==> src/rtl/fetch_unit_l2_pkg.sv <==
// Shared types for the L2 fetch unit: memory opcodes, default reset address
// and the buffered response entry.
package fetch_unit_l2_pkg;

    typedef enum logic [1:0] {
        MEM_MSG_READ  = 2'd0,
        MEM_MSG_WRITE = 2'd1
    } mem_op_e;

    localparam logic [31:0] DEFAULT_RST_ADDR = 32'h0000_0200;

    typedef struct packed {
        logic [31:0] addr;
        logic [31:0] data;
    } fetch_entry_t;

    function automatic logic [31:0] next_fetch_addr(input logic [31:0] addr);
        return addr + 32'd4;
    endfunction

endpackage

==> src/rtl/fetch_resp_fifo.sv <==
// Response buffer for the fetch unit: power-of-two depth, synchronous clear,
// simultaneous push/pop allowed even when full.
module fetch_resp_fifo
    import fetch_unit_l2_pkg::*;
#(
    parameter int p_depth = 8
)(
    input  logic                          i_clk,
    input  logic                          i_rst_n,
    input  logic                          i_clr,
    input  logic                          i_push,
    input  fetch_entry_t                  i_push_entry,
    input  logic                          i_pop,
    output fetch_entry_t                  o_head,
    output logic                          o_empty,
    output logic [$clog2(p_depth):0]      o_count
);

    localparam int AW = $clog2(p_depth);
    localparam int CW = AW + 1;

    fetch_entry_t      r_mem [p_depth];
    logic [AW-1:0]     r_wr_ptr;
    logic [AW-1:0]     r_rd_ptr;
    logic [CW-1:0]     r_count;
    logic              w_full;
    logic              w_do_push;
    logic              w_do_pop;

    assign w_full    = (r_count == CW'(p_depth));
    assign w_do_pop  = i_pop && (r_count != CW'(0));
    assign w_do_push = i_push && (!w_full || w_do_pop);

    assign o_head  = r_mem[r_rd_ptr];
    assign o_empty = (r_count == CW'(0));
    assign o_count = r_count;

    always_ff @(posedge i_clk) begin
        if (w_do_push && !i_clr) begin
            r_mem[r_wr_ptr] <= i_push_entry;
        end
    end

    // Pointers wrap naturally because the depth is a power of two.
    always_ff @(posedge i_clk or negedge i_rst_n) begin
        if (!i_rst_n) begin
            r_wr_ptr <= AW'(0);
            r_rd_ptr <= AW'(0);
            r_count  <= CW'(0);
        end else if (i_clr) begin
            r_wr_ptr <= AW'(0);
            r_rd_ptr <= AW'(0);
            r_count  <= CW'(0);
        end else begin
            if (w_do_push) begin
                r_wr_ptr <= r_wr_ptr + AW'(1);
            end
            if (w_do_pop) begin
                r_rd_ptr <= r_rd_ptr + AW'(1);
            end
            if (w_do_push && !w_do_pop) begin
                r_count <= r_count + CW'(1);
            end else if (w_do_pop && !w_do_push) begin
                r_count <= r_count - CW'(1);
            end
        end
    end

endmodule

==> src/rtl/fetch_unit_l2.sv <==
// Instruction fetch unit: credit-limited sequential requests to memory,
// in-order response buffering, squash/redirect with stale-response dropping.
module fetch_unit_l2
    import fetch_unit_l2_pkg::*;
#(
    parameter logic [31:0] p_rst_addr      = DEFAULT_RST_ADDR,
    parameter int          p_resp_depth    = 8,
    parameter int          p_max_in_flight = 4,
    parameter int          p_seq_num_bits  = 8
)(
    input  logic                      i_clk,
    input  logic                      i_rst_n,
    output logic                      o_mem_req_val,
    input  logic                      i_mem_req_rdy,
    output logic [1:0]                o_mem_req_op,
    output logic [31:0]               o_mem_req_addr,
    output logic [7:0]                o_mem_req_opaque,
    output logic [3:0]                o_mem_req_strb,
    output logic [31:0]               o_mem_req_data,
    input  logic                      i_mem_resp_val,
    output logic                      o_mem_resp_rdy,
    input  logic [31:0]               i_mem_resp_data,
    output logic                      o_d_val,
    input  logic                      i_d_rdy,
    output logic [31:0]               o_d_inst,
    output logic [31:0]               o_d_pc,
    output logic [p_seq_num_bits-1:0] o_d_seq_num,
    input  logic                      i_squash_val,
    input  logic [31:0]               i_squash_pc
);

    localparam int CW = $clog2(p_resp_depth) + 1;

    logic [31:0]               r_curr_addr;
    logic [31:0]               r_resp_addr;
    logic [CW-1:0]             r_in_flight;
    logic [CW-1:0]             r_drop_cnt;
    logic [p_seq_num_bits-1:0] r_seq_num;
    logic [CW-1:0]             w_fifo_count;
    logic [CW:0]               w_occupancy;
    logic                      w_req_val;
    logic                      w_req_xfer;
    logic                      w_resp_xfer;
    logic                      w_drop;
    logic                      w_push;
    logic                      w_pop;
    logic                      w_empty;
    fetch_entry_t              w_head;
    fetch_entry_t              w_push_entry;

    // Requests and buffered responses together may never exceed the buffer,
    // so an always-ready response port can never overflow it.
    assign w_occupancy = {1'b0, r_in_flight} + {1'b0, w_fifo_count};
    assign w_req_val   = i_rst_n && !i_squash_val
                      && (w_occupancy < (CW+1)'(p_resp_depth))
                      && (r_in_flight < CW'(p_max_in_flight));
    assign w_req_xfer  = w_req_val && i_mem_req_rdy;
    assign w_resp_xfer = i_mem_resp_val;
    assign w_drop      = w_resp_xfer && (i_squash_val || (r_drop_cnt != CW'(0)));
    assign w_push      = w_resp_xfer && !w_drop;
    assign w_pop       = o_d_val && i_d_rdy;

    assign w_push_entry = '{addr: r_resp_addr, data: i_mem_resp_data};

    assign o_mem_req_val    = w_req_val;
    assign o_mem_req_op     = MEM_MSG_READ;
    assign o_mem_req_addr   = r_curr_addr;
    assign o_mem_req_opaque = 8'h00;
    assign o_mem_req_strb   = 4'h0;
    assign o_mem_req_data   = 32'h0000_0000;
    assign o_mem_resp_rdy   = 1'b1;

    assign o_d_val     = !w_empty && !i_squash_val;
    assign o_d_inst    = w_head.data;
    assign o_d_pc      = w_head.addr;
    assign o_d_seq_num = r_seq_num;

    fetch_resp_fifo #(
        .p_depth (p_resp_depth)
    ) u_resp_fifo (
        .i_clk        (i_clk),
        .i_rst_n      (i_rst_n),
        .i_clr        (i_squash_val),
        .i_push       (w_push),
        .i_push_entry (w_push_entry),
        .i_pop        (w_pop),
        .o_head       (w_head),
        .o_empty      (w_empty),
        .o_count      (w_fifo_count)
    );

    // Responses carry no address; the next kept response always belongs to
    // the oldest live request, so its pc is tracked as a running address.
    always_ff @(posedge i_clk or negedge i_rst_n) begin
        if (!i_rst_n) begin
            r_curr_addr <= p_rst_addr;
            r_resp_addr <= p_rst_addr;
        end else if (i_squash_val) begin
            r_curr_addr <= i_squash_pc;
            r_resp_addr <= i_squash_pc;
        end else begin
            if (w_req_xfer) begin
                r_curr_addr <= next_fetch_addr(r_curr_addr);
            end
            if (w_push) begin
                r_resp_addr <= next_fetch_addr(r_resp_addr);
            end
        end
    end

    always_ff @(posedge i_clk or negedge i_rst_n) begin
        if (!i_rst_n) begin
            r_in_flight <= CW'(0);
        end else if (w_req_xfer && !w_resp_xfer) begin
            r_in_flight <= r_in_flight + CW'(1);
        end else if (!w_req_xfer && w_resp_xfer && (r_in_flight != CW'(0))) begin
            r_in_flight <= r_in_flight - CW'(1);
        end
    end

    // Everything still outstanding at a squash is stale and must be discarded.
    always_ff @(posedge i_clk or negedge i_rst_n) begin
        if (!i_rst_n) begin
            r_drop_cnt <= CW'(0);
        end else if (i_squash_val) begin
            r_drop_cnt <= (w_resp_xfer && (r_in_flight != CW'(0)))
                        ? r_in_flight - CW'(1) : r_in_flight;
        end else if (w_resp_xfer && (r_drop_cnt != CW'(0))) begin
            r_drop_cnt <= r_drop_cnt - CW'(1);
        end
    end

    always_ff @(posedge i_clk or negedge i_rst_n) begin
        if (!i_rst_n) begin
            r_seq_num <= p_seq_num_bits'(0);
        end else if (w_pop) begin
            r_seq_num <= r_seq_num + p_seq_num_bits'(1);
        end
    end

endmodule

==> config.mk <==
export PLATFORM = sky130hd
export DESIGN_NAME = fetch_unit_l2
export DESIGN_NICKNAME = d
export VERILOG_FILES = /design/src/rtl/fetch_unit_l2_pkg.sv /design/src/rtl/fetch_resp_fifo.sv /design/src/rtl/fetch_unit_l2.sv
export SDC_FILE = /design/constraint.sdc
export NUM_CORES = 1
export LEC_CHECK = 0
export CELL_PAD_IN_SITES_DETAIL_PLACEMENT = 0
export CELL_PAD_IN_SITES_GLOBAL_PLACEMENT = 1
export CORE_UTILIZATION = 31
export CTS_CLUSTER_DIAMETER = 30
export CTS_CLUSTER_SIZE = 40
export DETAILED_ROUTE_END_ITERATION = 10
export MAX_ROUTING_LAYER = met4
export PLACE_DENSITY_LB_ADDON = 0.3
export SLEW_MARGIN = 20
export SYNTH_ARGS = -nofsm -noshare
export SYNTH_HDL_FRONTEND = slang
export SYNTH_SLANG_ARGS = --single-unit
==> constraint.sdc <==
create_clock -name i_clk -period 14.4 [get_ports i_clk]
set_input_delay 4.32 -clock i_clk [delete_from_list [all_inputs] [get_ports i_clk]]
set_output_delay 4.32 -clock i_clk [all_outputs]
set_load 0.01 [all_outputs]
==> results.md, run 1 <==
- The flow ran to the end, and the final reports show no timing, DRC or antenna violations.
- The total of flip-flops plus latches after synthesis is 602.
- The final weighted congestion in routability-driven placement is roughly 0.77.
- The met2 usage is 23.7%.
- Summed over all layers, the global routing overflow is 0.
- The most common cell after layout, fill and taps aside is sky130_fd_sc_hd__edfxtp_1.
- The pre-antenna-repair detailed-routing pass consisted of 5 iterations.
- Leaving out fill and tap cells, the most frequent cells in the layout are sky130_fd_sc_hd__edfxtp_1, sky130_fd_sc_hd__clkdlybuf4s50_1, sky130_fd_sc_hd__clkbuf_16.
- The overall fraction of global-route tracks in use is 15.2%.
- The cell type with the highest aggregate area in the netlist is sky130_fd_sc_hd__edfxtp_1.
- In this run switching power makes up 24.6% of total power.
- Setup total negative slack on the finished layout was measured at 0 ps.
- The number of synthesized flops with an enable pin is 512.
- The later-pin clock latency in the skew report is 690 ps.
- The sequential fraction of the synthesis area is 71.4%.
- The first-pass GRT wire length is 88500 um.
- The class of the tightest hold or removal check is reg -> reg.
- The cell total after placement is 2518.
- In this run the cell area measured after placement is 27500 um2.
- Detailed placement ended at an HPWL of approximately 33000 um.
- The fraction of layout instances using a drive strength above 1 is 27.1%.
- Data on the critical path is required at its endpoint by 10080 ps.
- The number of setup buffers added after CTS is 0.
- The clock edge transition at the registers on the reported setup and hold paths is roughly 40 ps.
- The starting density of the core is 31.3%.
- The analysis attributes to cell leakage a power of roughly 11 nW.
- In the synthesized netlist the async set-or-reset flop fraction comes to about 15%.
- The average routed wire per standard cell is 21.3 um.
- Per report_power, the clock group accounts for around half of the total.
- The final max-slew violation count is 0.
- The average vias per placed instance is 4.77.
- The count of input and output buffers is between 150 and 200.
- Combinational logic is responsible for 15.2% of the overall power.
- In this run the power spent charging and discharging nets is 1.46 mW.
- The clock period minus worst slack is 10160 ps.
- The mapped netlist covers roughly 25000 um2.
- Of the post-synthesis cell area, the dominant cell type holds ~62%.
- Once layout is complete, the utilization of the core stands at between 40% and 50%.
- Of all nets on the critical path, the largest fanout is 26.
- Setup repair after global routing left no endpoint under its margin.
- The x dimension of the die is approximately 280 um.
- The number of hold buffers added after CTS was 0.
- TritonCTS built the clock tree.
- Entering global routing, the biggest net connects 91 pins.
- The primary flip-flop cell chosen by synthesis mapping is sky130_fd_sc_hd__edfxtp_1.
- The via count of the first global-routing pass is 14395.
- The total via count in the routed design is 13148.
- The buffer depth of the longest clock path is 3.
- The hold violation count in the final report is 0.
- The power density over the cells is 186 nW/um2.
- The detailed router's first-iteration violation count is 832.
- The number of clock buffers added by TritonCTS is 130.
- The sort of element at the start of the critical path is an input port.
- In this run the core area contains 103 standard-cell rows.
- The floorplan step defined a die boundary enclosing 80700 um2.
- The transition time of the tightest slew-check pin is ~1100 ps.
- The total of cells resized after clock tree synthesis is 0.
- The number of antenna violations at the first check in global routing was 1.
- The sequential cell fraction of total power is 35.3%.
- In the post-synthesis netlist, the biggest area contributors are sky130_fd_sc_hd__edfxtp_1, sky130_fd_sc_hd__mux4_2, sky130_fd_sc_hd__dfrtp_1.
- The overall die height is 284 um.
- Synthesis produced a netlist whose cell count is 1338.
- CTS built an H-tree with a depth of 4.
- The number of routed nets with antenna violations is 0.
- VDD sags by at most around 0.000096 V.
- The clock tree skew after final layout is between 20 and 30 ps.
- Yosys printed 0 warnings.
- Synthesis instantiated slightly below 70 different standard cells from the library.
- CTS saw 602 sinks.
- The area added between synthesis and finish is 29.4%.
- The internal power consumption is between 4 and 5 mW.
- Data arrives at the worst endpoint at 5840 ps.
- Based on the critical path, the design can be clocked at up to 0.0985 GHz.
- The part of the cycle the worst path needs is just over 70%.
- During I/O placement, the number of pins put on the boundary was 223.
- In the global route stage, met3 resource usage came out at about 4.2%.
- Setup violations remaining at the end of the flow were counted as 0.
- After routing the design area is 31900 um2.
- The layer flagged by global routing as most heavily used is met2.
- The endpoint type of the worst setup path is a primary output.
- For this block, the routed nets add up to about 59000 um of wire.
- Global routing consumed, on the met1 layer, 18.8% of the routing resources.
- The worst pin sits at a relative slew slack of 29.5%.
- In this run the mean area of a mapped cell was between 15 and 20 um2.
- The count of cells in the finished layout, fillers not included, comes to ~2800.
- The critical path in this run is classified as in -> out.
- The cell chosen for the clock root is sky130_fd_sc_hd__clkbuf_16.
- The tightest hold path in the finished design has a slack of approximately 480 ps.
- The DRC violation count after routing is 0.
- After the last flow step, the layout net total stands at 1685.
- The number of max-cap violations is 0.
- The core area is approximately 80000 um2.
state kept, by name, summed over array words and instances, names as in the netlist:
signal                flops
r_resp_addr              32
o_d_seq_num               8
u_resp_fifo.o_count       4
u_resp_fifo.r_wr_ptr      3
u_resp_fifo.r_rd_ptr      3
r_in_flight               4
r_drop_cnt                4
o_mem_req_addr           32
u_resp_fifo.r_mem       512
synth_stat cells, types with 4 or more instances:
library cell,count
sky130_fd_sc_hd__edfxtp_1,512
sky130_fd_sc_hd__mux4_2,128
sky130_fd_sc_hd__dfrtp_1,88
sky130_fd_sc_hd__mux2_2,74
sky130_fd_sc_hd__nand2_1,63
sky130_fd_sc_hd__buf_4,51
sky130_fd_sc_hd__o21ai_0,40
sky130_fd_sc_hd__clkbuf_1,35
sky130_fd_sc_hd__xnor2_1,35
sky130_fd_sc_hd__nand4_1,29
sky130_fd_sc_hd__nor2_1,29
sky130_fd_sc_hd__nand3_1,25
sky130_fd_sc_hd__inv_1,21
sky130_fd_sc_hd__xor2_1,18
sky130_fd_sc_hd__buf_2,16
sky130_fd_sc_hd__ha_1,14
sky130_fd_sc_hd__nor3_1,14
sky130_fd_sc_hd__and3_1,12
sky130_fd_sc_hd__o211ai_1,11
sky130_fd_sc_hd__a21oi_1,8
sky130_fd_sc_hd__a31oi_1,8
sky130_fd_sc_hd__o311ai_0,7
sky130_fd_sc_hd__and4_1,6
sky130_fd_sc_hd__nor3_2,6
sky130_fd_sc_hd__o21ai_1,6
sky130_fd_sc_hd__or3_1,6
sky130_fd_sc_hd__nor4_1,5
sky130_fd_sc_hd__and2_1,4
sky130_fd_sc_hd__buf_1,4
sky130_fd_sc_hd__nand2b_1,4
layer usage:
metal  wire length (um)  share of wire, %
met4               1250               2.1
met1              26000                44
met5                  0                 0
met3               3140               5.3
met2              28400                48
worst paths after layout:
| check | to | cells past startpoint | slack (ps) | from |
|---|---|---|---|---|
| max | o_mem_req_val | 4 | 4240 | i_squash_val |
| max in group asynchronous | u_resp_fifo.r_rd_ptr[2]$_DFFE_PN0P_ | 2 | 9610 | i_rst_n |
| min | o_d_seq_num[7]$_DFFE_PN0N_ | 1 | 480 | o_d_seq_num[7]$_DFFE_PN0N_ |
| min in group asynchronous | o_mem_req_addr[12]$_DFFE_PN0P_ | 1 | 3630 | i_rst_n |
| min reg2reg | o_d_seq_num[7]$_DFFE_PN0N_ | 1 | 480 | o_d_seq_num[7]$_DFFE_PN0N_ |
| max reg2reg | u_resp_fifo.r_mem[3][57]$_DFFE_PP_ | 7 | 10350 | r_drop_cnt[0]$_DFFE_PN0P_ |
layout make-up:
| type | instances | area, um2 |
|---|---|---|
| tap | 1050 | 1310 |
| sequential | 602 | 17600 |
| antenna | 1 | 2.50 |
| inverter | 21 | 78.8 |
| fill | 7183 | 46900 |
| multi-input combinational | 653 | 6570 |
| clock buffer | 152 | 3490 |
| clock inverter | 84 | 925 |
| timing repair buffer | 192 | 1900 |
critical path, cell delays in order:
cell and delay [ps]:
sky130_fd_sc_hd__buf_2 250, sky130_fd_sc_hd__nor4_2 470, sky130_fd_sc_hd__and4b_1 260, sky130_fd_sc_hd__clkdlybuf4s50_1 540
cell families after synthesis:
logic type,Yosys count,synth area share (%)
buffers and inverters,128,2.83
xor gates and xnor gates,53,1.88
DFF,602,71.4
adders and majority gates,15,0.791
muxes,204,15.1
other,2,0.0304
and+or+nand+nor,223,4.97
AOI/OAI and AO/OA,111,2.92
power by group through the flow:
stage	Sequential (mW)	Clock, mW	Combinational, mW
2_1_floorplan	2.06	0	0.621
3_3_place_gp	2.13	0	0.907
3_5_place_dp	2.12	0	0.927
4_1_cts	2.09	3.00	0.932
5_1_grt	2.11	3.09	0.985
6_report	2.09	2.94	0.903
stage by stage:
stage | setup WS (ps) | total power, mW
after floorplan | 4300 | 2.68
after global placement | 4250 | 3.04
after detailed placement | 4250 | 3.05
after CTS | 4230 | 6.03
after global routing | 4150 | 6.18
final | 4240 | 5.93
(Power assumes the default switching activity.)
==> run 2: changes to the inputs <==
==> constraint.sdc (replaced) <==
create_clock -name i_clk -period 9 [get_ports i_clk]
set_input_delay 2.7 -clock i_clk [delete_from_list [all_inputs] [get_ports i_clk]]
set_output_delay 2.7 -clock i_clk [all_outputs]
set_load 0.01 [all_outputs]
==> results.md, run 2 (synthesis gave the netlist of run 1 again) <==
- Status: finished, final reports clean (unchanged).
- The peak fanout along the critical path is 26 (unchanged).
- The total stage count of the critical path came to 4 (unchanged).
- The number of setup buffers added after CTS came to 0 (unchanged).
- The overall die height was 284 um (unchanged).
- The top cell family by delay on the critical path is buffers and inverters (unchanged).
- The setup slack after placement is 2080 ps (was 4250 ps).
- The routed design could run at a clock period as short as between 6000 and 7000 ps.
- The most common cell after layout, fill and taps aside is sky130_fd_sc_hd__edfxtp_1 (unchanged).
- The combinational share of power is 15.9% (was 15.2%).
- The count of hold buffers inserted by post-cts repair is 0 (unchanged).
- The endpoint type of the worst setup path is a primary output (unchanged).
- The worst path setup slack after routing was 2060 ps (was 4240 ps).
- The final design utilization came to 40.2% (was 40.5%).
- The area added between synthesis and finish came to 28.4% (was 29.4%).
- The via count of the first global-routing pass is 13889 (was 14395).
- The clock network fraction of total power is 48.4% (was 49.5%).
- The later-pin clock latency in the skew report is 660 ps (was 690 ps).
- The storage element area came to 17600 um2 (unchanged).
- The worst setup path category was in -> out (unchanged).
- The average vias per placed instance is 4.78 (was 4.77).
- The peak clock frequency supported by timing is 0.144 GHz.
- The switching part of the total was 24.6% (about the same).
- Leading cell types in the layout, fill and taps excluded: sky130_fd_sc_hd__edfxtp_1, sky130_fd_sc_hd__clkdlybuf4s50_1, sky130_fd_sc_hd__mux4_2 (was sky130_fd_sc_hd__edfxtp_1, sky130_fd_sc_hd__clkdlybuf4s50_1, sky130_fd_sc_hd__clkbuf_16).
- The minimum hold slack was 477 ps (was 476 ps).
- The first-pass GRT wire length is 87800 um (was 88500 um).
- The number of cells traversed by the worst register-to-register path was 7 (unchanged).
- The sort of element at the start of the critical path was an input port (unchanged).
- The internal power consumption came to 7.00 mW (was 4.47 mW).
- The number of max-cap violations was 0 (unchanged).
- The DRC violation count after routing is 0 (unchanged).
- The largest stage delay on the critical path is 540 ps (about the same).
- The total negative setup slack is 0 ps (unchanged).
- The filler cell count in the final layout came to 7142 (was 7183).
- The total detailed-routing wirelength was 57900 um (was 58800 um).
- The x dimension of the die is 284 um (unchanged).
- The total buffers and inverters traversed by the critical path was 2 (unchanged).
- The number of flip-flops in the largest register is 512 (unchanged).
- The core area is 78900 um2 (unchanged).
- The placed cell area is 27500 um2 (about the same).
- The cell chosen for the clock root is sky130_fd_sc_hd__clkbuf_16 (unchanged).
- The floorplan row count is 103 (unchanged).
- The number of antenna violations at the first check in global routing is 0 (was 1).
- The critical path required time was 6300 ps (was 10080 ps).
- Cell chain of the critical path: buf_2, nor4_2, and4b_1, clkdlybuf4s50_1 (unchanged).
- The final max-slew violation count is 0 (unchanged).
- The clock tree skew after final layout is 38.3 ps (was 27.6 ps).
- The H-tree depth reported by CTS is 3 (was 4).
- The average routed wire per standard cell is 21.1 um (was 21.3 um).
- The class of the tightest hold or removal check is reg -> reg (unchanged).
- The sequential cell fraction of total power is 35.7% (was 35.3%).
- The peak supply drop is 0.000167 V (was 0.0000963 V).
- The number of primary I/O pins was 223 (unchanged).
- The top register by number of flip-flops is u_resp_fifo.r_mem (unchanged).
- The full die area came to 80700 um2 (unchanged).
- The placed wire-length estimate is 33700 um (was 33200 um).
- The reported net switching power was 2.29 mW (was 1.46 mW).
- The start point of the critical path is i_squash_val (unchanged).
- The count of input and output buffers is 175 (unchanged).
- The hold violation count in the final report is 0 (unchanged).
- The pin count of the biggest net entering global routing is 76 (was 91).
- The relative max-transition margin is 32.7% (was 29.5%).
- The clock buffer count from CTS is 117 (was 130).
- The post-layout total power was 9.28 mW (was 5.93 mW).
- The number of routed nets with antenna violations came to 0 (unchanged).
- The detailed router's first-iteration violation count is 751 (was 832).
- The total via count in the routed design was 13085 (was 13148).
- The overall fraction of global-route tracks in use is 14.8% (was 15.2%).
- The CTS tree is yes (unchanged).
- The CTS sink count is 602 (unchanged).
- The final cell count without fillers is 2740 (was 2755).
- RSZ-0062 raised after global routing: false (unchanged).
- The number of diodes added for antenna fixing is 0 (was 1).
- The number of detailed-routing iterations run before antenna repair is 4 (was 5).
- The worst setup slack for register-to-register paths is 5410 ps (was 10350 ps).
- The remaining global-route overflow is 0 (unchanged).
- The post-layout instance area is 31700 um2 (was 31900 um2).
- The final weighted congestion in routability-driven placement is 0.768 (was 0.772).
- The buffer depth of the longest clock path is 3 (unchanged).
- The capture point of the critical path is o_mem_req_val (unchanged).
- The cell total after placement came to 2522 (was 2518).
- The total area of multi-input combinational cells was 6570 um2 (unchanged).
- The power density over the cells came to 293 nW/um2 (was 186 nW/um2).
- The starting density of the core is 31.3% (unchanged).
- The clock edge transition at the registers on the reported setup and hold paths is 40 ps (about the same).
- The number of nets in the final layout came to 1676 (was 1685).
- The total of cells resized after clock tree synthesis was 0 (unchanged).
- The transition time of the tightest slew-check pin is 1010 ps (was 1050 ps).
- The slowest library cell on the worst path is sky130_fd_sc_hd__clkdlybuf4s50_1 (unchanged).
- The total setup violations reported at the end of the flow was 0 (unchanged).
- The fraction of layout instances using a drive strength above 1 is 26.7% (was 27.1%).
- The hold path depth was 1 (unchanged).
- The worst flop-to-flop path startpoint is r_drop_cnt[0]$_DFFE_PN0P_ (unchanged).
- The data arrival time of the worst path is 4240 ps (was 5840 ps).
- The capturing point of the worst reg2reg path is u_resp_fifo.r_mem[3][37]$_DFFE_PP_ (was u_resp_fifo.r_mem[3][57]$_DFFE_PP_).
- The static leakage power is 10.5 nW (was 10.6 nW).
- The part of the cycle the worst path needs is between 70 and 80%.
-- run 2: layer usage --
| layer | vias to the layer above | part of all wire (%) | track usage [%] |
|---|---|---|---|
| li1 | 5826 | - | - |
| met1 | 6840 | 46 | 20.2 |
| met2 | 330 | 48 | 22.4 |
| met3 | 89 | 4.5 | 3.01 |
| met4 | 0 | 1.7 | 3.82 |
| met5 | - | 0 | - |
-- run 2: layout make-up --
type / instances / area share, %
Sequential cell: 602 / 55.7
Multi-Input combinational cell: 653 / 20.7
Clock buffer: 129 / 9.38
Timing Repair Buffer: 196 / 6.08
Tap cell: 1050 / 4.15
Clock inverter: 89 / 3.72
Inverter: 21 / 0.249
-- run 2: worst min path at each step --
| stage | from | end | slack [ps] |
|---|---|---|---|
| detailed placement | o_d_seq_num[7]$_DFFE_PN0N_ | o_d_seq_num[7]$_DFFE_PN0N_ | 460 |
| CTS | o_d_seq_num[7]$_DFFE_PN0N_ | o_d_seq_num[7]$_DFFE_PN0N_ | 470 |
| global placement | o_d_seq_num[7]$_DFFE_PN0N_ | o_d_seq_num[7]$_DFFE_PN0N_ | 460 |
| floorplan | o_d_seq_num[7]$_DFFE_PN0N_ | o_d_seq_num[7]$_DFFE_PN0N_ | 510 |
| finish | o_d_seq_num[7]$_DFFE_PN0N_ | o_d_seq_num[7]$_DFFE_PN0N_ | 480 |
| global route | o_d_seq_num[7]$_DFFE_PN0N_ | o_d_seq_num[7]$_DFFE_PN0N_ | 500 |
-- run 2: worst reg2reg max path, stage by stage, from the launching register on --
cell and delay [ps]:
sky130_fd_sc_hd__dfrtp_1 370, sky130_fd_sc_hd__inv_1 110, sky130_fd_sc_hd__ha_1 210, sky130_fd_sc_hd__nand4bb_1 370, sky130_fd_sc_hd__a31oi_1 460, sky130_fd_sc_hd__nand3_1 360, sky130_fd_sc_hd__nor2_4 770, sky130_fd_sc_hd__buf_4 530
-- run 2: power groups by stage --
| stage | Combinational, mW | Sequential, mW | Clock, mW |
|---|---|---|---|
| floorplan | 0.993 | 3.29 | 0 |
| global placement | 1.51 | 3.36 | 0 |
| detailed placement | 1.51 | 3.36 | 0 |
| CTS | 1.52 | 3.31 | 4.57 |
| global route | 1.61 | 3.33 | 4.70 |
| finish | 1.48 | 3.31 | 4.49 |
==> run 3: changes to the inputs <==
==> constraint.sdc (replaced) <==
create_clock -name i_clk -period 5.78 [get_ports i_clk]
set_input_delay 1.734 -clock i_clk [delete_from_list [all_inputs] [get_ports i_clk]]
set_output_delay 1.734 -clock i_clk [all_outputs]
set_load 0.01 [all_outputs]
==> results.md, run 3 (synthesis gave the netlist of run 1 again) <==
- The later-pin clock latency in the skew report is 650 ps (was 660 ps).
- The clock edge transition at the registers on the reported setup and hold paths is 50 ps (was 40 ps).
- The cell chosen for the clock root is sky130_fd_sc_hd__clkbuf_16 (unchanged).
- The number of cells traversed by the worst register-to-register path is 10 (was 7).
- The CTS tree is yes (unchanged).
- The final weighted congestion in routability-driven placement is 0.751 (was 0.768).
- The clock buffer count from CTS is 116 (was 117).
- The total area of multi-input combinational cells came to 6590 um2 (was 6570 um2).
- The buffer depth of the longest clock path came to 3 (unchanged).
- The average vias per placed instance is 4.77 (was 4.78).
- The sink of the worst hold path is o_d_seq_num[7]$_DFFE_PN0N_ (unchanged).
- The fraction of layout instances using a drive strength above 1 is 26.1% (was 26.7%).
- The floorplan row count is 103 (unchanged).
- RSZ-0062 raised after global routing: false (unchanged).
- The minimum hold slack is 485 ps (was 477 ps).
- The top register by number of flip-flops is u_resp_fifo.r_mem (unchanged).
- The final max-slew violation count came to 0 (unchanged).
- The first-pass GRT wire length was 86500 um (was 87800 um).
- The number of max-cap violations is 0 (unchanged).
- The number of flip-flops in the largest register is 512 (unchanged).
- The post-layout instance area is 31700 um2 (about the same).
- The full die area is 80700 um2 (unchanged).
- The hold path depth is 1 (unchanged).
- The total via count in the routed design is 13108 (was 13085).
- The sort of element at the start of the critical path is a flip-flop (was input port).
- The placed cell area is 27700 um2 (was 27500 um2).
- The relative max-transition margin was 38.2% (was 32.7%).
- The worst flop-to-flop path startpoint was u_resp_fifo.o_count[0]$_DFFE_PN0P_ (was r_drop_cnt[0]$_DFFE_PN0P_).
- The total negative setup slack was 0 ps (unchanged).
- The x dimension of the die was 284 um (unchanged).
- The CTS sink count came to 602 (unchanged).
- The remaining global-route overflow is 0 (unchanged).
- The slowest library cell on the worst path is sky130_fd_sc_hd__dfrtp_4 (was sky130_fd_sc_hd__clkdlybuf4s50_1).
- The data arrival time of the worst path is 3200 ps (was 4240 ps).
- The total detailed-routing wirelength is 57000 um (was 57900 um).
- The number of nets in the final layout is 1681 (was 1676).
- The power density over the cells was 448 nW/um2 (was 293 nW/um2).
- The average routed wire per standard cell is 20.7 um (was 21.1 um).
- The critical hold path startpoint is o_d_seq_num[7]$_DFFE_PN0N_ (unchanged).
- The number of routed nets with antenna violations came to 0 (unchanged).
- The class of the tightest hold or removal check was reg -> reg (unchanged).
- The transition time of the tightest slew-check pin came to 924 ps (was 1010 ps).
- The filler cell count in the final layout is 7110 (was 7142).
- The worst setup path category is reg -> out (was in -> out).
- For the finished layout, the period the worst path requires is 4940 ps.
- Cell chain of the critical path: buf_4, mux4_2, mux2_2, clkdlybuf4s50_1 (was buf_2, nor4_2, and4b_1, clkdlybuf4s50_1).
- The total of cells resized after clock tree synthesis is 0 (unchanged).
- Status: finished, final reports clean (unchanged).
- The H-tree depth reported by CTS is 3 (unchanged).
- The endpoint type of the worst setup path was a primary output (unchanged).
- The hold violation count in the final report is 0 (unchanged).
- The peak fanout along the critical path came to 25 (was 26).
- The total setup violations reported at the end of the flow is 0 (unchanged).
- The storage element area is 17600 um2 (unchanged).
- The clock tree skew after final layout is 36.4 ps (was 38.3 ps).
- The peak supply drop came to 0.000304 V (was 0.000167 V).
- The placed wire-length estimate is 33400 um (was 33700 um).
- The number of setup buffers added after CTS is 0 (unchanged).
- Leading cell types in the layout, fill and taps excluded: sky130_fd_sc_hd__edfxtp_1, sky130_fd_sc_hd__clkdlybuf4s50_1, sky130_fd_sc_hd__mux4_2 (unchanged).
- The via count of the first global-routing pass was 13798 (was 13889).
- For this run, the top clock speed supported by timing is between 0.2 and 0.25 GHz.
- The largest stage delay on the critical path is 640 ps (was 540 ps).
- The number of primary I/O pins is 223 (unchanged).
- The starting density of the core is 31.3% (unchanged).
- The DRC violation count after routing is 0 (unchanged).
- The capturing point of the worst reg2reg path was u_resp_fifo.o_count[3]$_DFFE_PN0P_ (was u_resp_fifo.r_mem[3][37]$_DFFE_PP_).
- The overall die height is 284 um (unchanged).
- The number of antenna violations at the first check in global routing is 0 (unchanged).
- The static leakage power is 10.5 nW (about the same).
- The critical path required time is 4050 ps (was 6300 ps).
- The most common cell after layout, fill and taps aside was sky130_fd_sc_hd__edfxtp_1 (unchanged).
- The pin count of the biggest net entering global routing is 73 (was 76).
- The area added between synthesis and finish came to 28.6% (was 28.4%).
- The overall fraction of global-route tracks in use is 14.5% (was 14.8%).
- The number of diodes added for antenna fixing came to 0 (unchanged).
- The core area is 78900 um2 (unchanged).
- The number of detailed-routing iterations run before antenna repair is 5 (was 4).
- The worst setup slack for register-to-register paths was 2570 ps (was 5410 ps).
- The count of input and output buffers is 175 (unchanged).
- The final critical path takes up between 80 and 90% of the cycle.
- The count of hold buffers inserted by post-cts repair came to 0 (unchanged).
- The detailed router's first-iteration violation count is 756 (was 751).
-- run 3: cell count changes in the layout (fill, tap and decap cells not counted), moves of 4 or more --
| cell | change |
|---|---|
| sky130_fd_sc_hd__clkbuf_1 | +13 |
| sky130_fd_sc_hd__clkinv_4 | -4 |
| sky130_fd_sc_hd__buf_12 | +11 |
| sky130_fd_sc_hd__bufinv_16 | -7 |
| sky130_fd_sc_hd__clkbuf_8 | +8 |
| sky130_fd_sc_hd__buf_4 | -5 |
| sky130_fd_sc_hd__clkinv_1 | +4 |
| sky130_fd_sc_hd__clkinv_2 | -8 |
-- run 3: metrics by stage --
step	setup WS [ps]	utilization (%)	cells	power, mW
4_1_cts	692	40.2	2749	14.4
3_5_place_dp	1050	35.2	2528	7.64
3_3_place_gp	1060	35.2	2528	7.62
5_1_grt	626	40.2	2749	14.8
2_1_floorplan	1.09	-	1383	6.67
6_report	842	40.2	2749	14.2
-- run 3: area by class of cell --
cell class	count	share of cell area (%)
flip-flops and latches	602	55.6
multi-input cells	653	20.8
inverters	21	0.248
repair buffers	202	6.65
clock inverters	70	2.69
well taps	1050	4.14
clock buffers	151	9.95
-- run 3: where the power goes --
part / internal [mW] / leakage [nW] / total [mW] / switching (mW)
registers: 4.90 / 5.71 / 5.15 / 0.254
clock network: 4.54 / 1.91 / 6.72 / 2.17
logic: 1.29 / 2.86 / 2.35 / 1.06
-- run 3: worst max-delay path by stage --
stage,from,endpoint,slack (ps),cells past startpoint
after floorplan,i_mem_resp_val,u_resp_fifo.r_mem[2][0]$_DFFE_PP_,1,5
after global placement,i_squash_val,o_mem_req_val,1060,4
after detailed placement,i_squash_val,o_mem_req_val,1050,4
after CTS,u_resp_fifo.r_rd_ptr[0]$_DFFE_PN0P_,o_d_pc[27],690,4
after global routing,u_resp_fifo.r_rd_ptr[0]$_DFFE_PN0P_,o_d_inst[28],630,4
final,u_resp_fifo.r_rd_ptr[0]$_DFFE_PN0P_,o_d_inst[28],840,4
-- run 3: layer usage --
layer  vias up  routed length [um]  global-route usage (%)
met5         -                   0                       -
met4         0                 986                    3.79
met3        84                2630                    2.99
met2       373               26900                    22.0
met1      6797               26400                    19.9
li1       5854                   -                       -
-- run 3: critical path, delay by kind of cell, from the launching register on --
kind / cells / cell delay (ps)
DFF: 1 / 640
muxes: 2 / 880
buffers and inverters: 2 / 1020
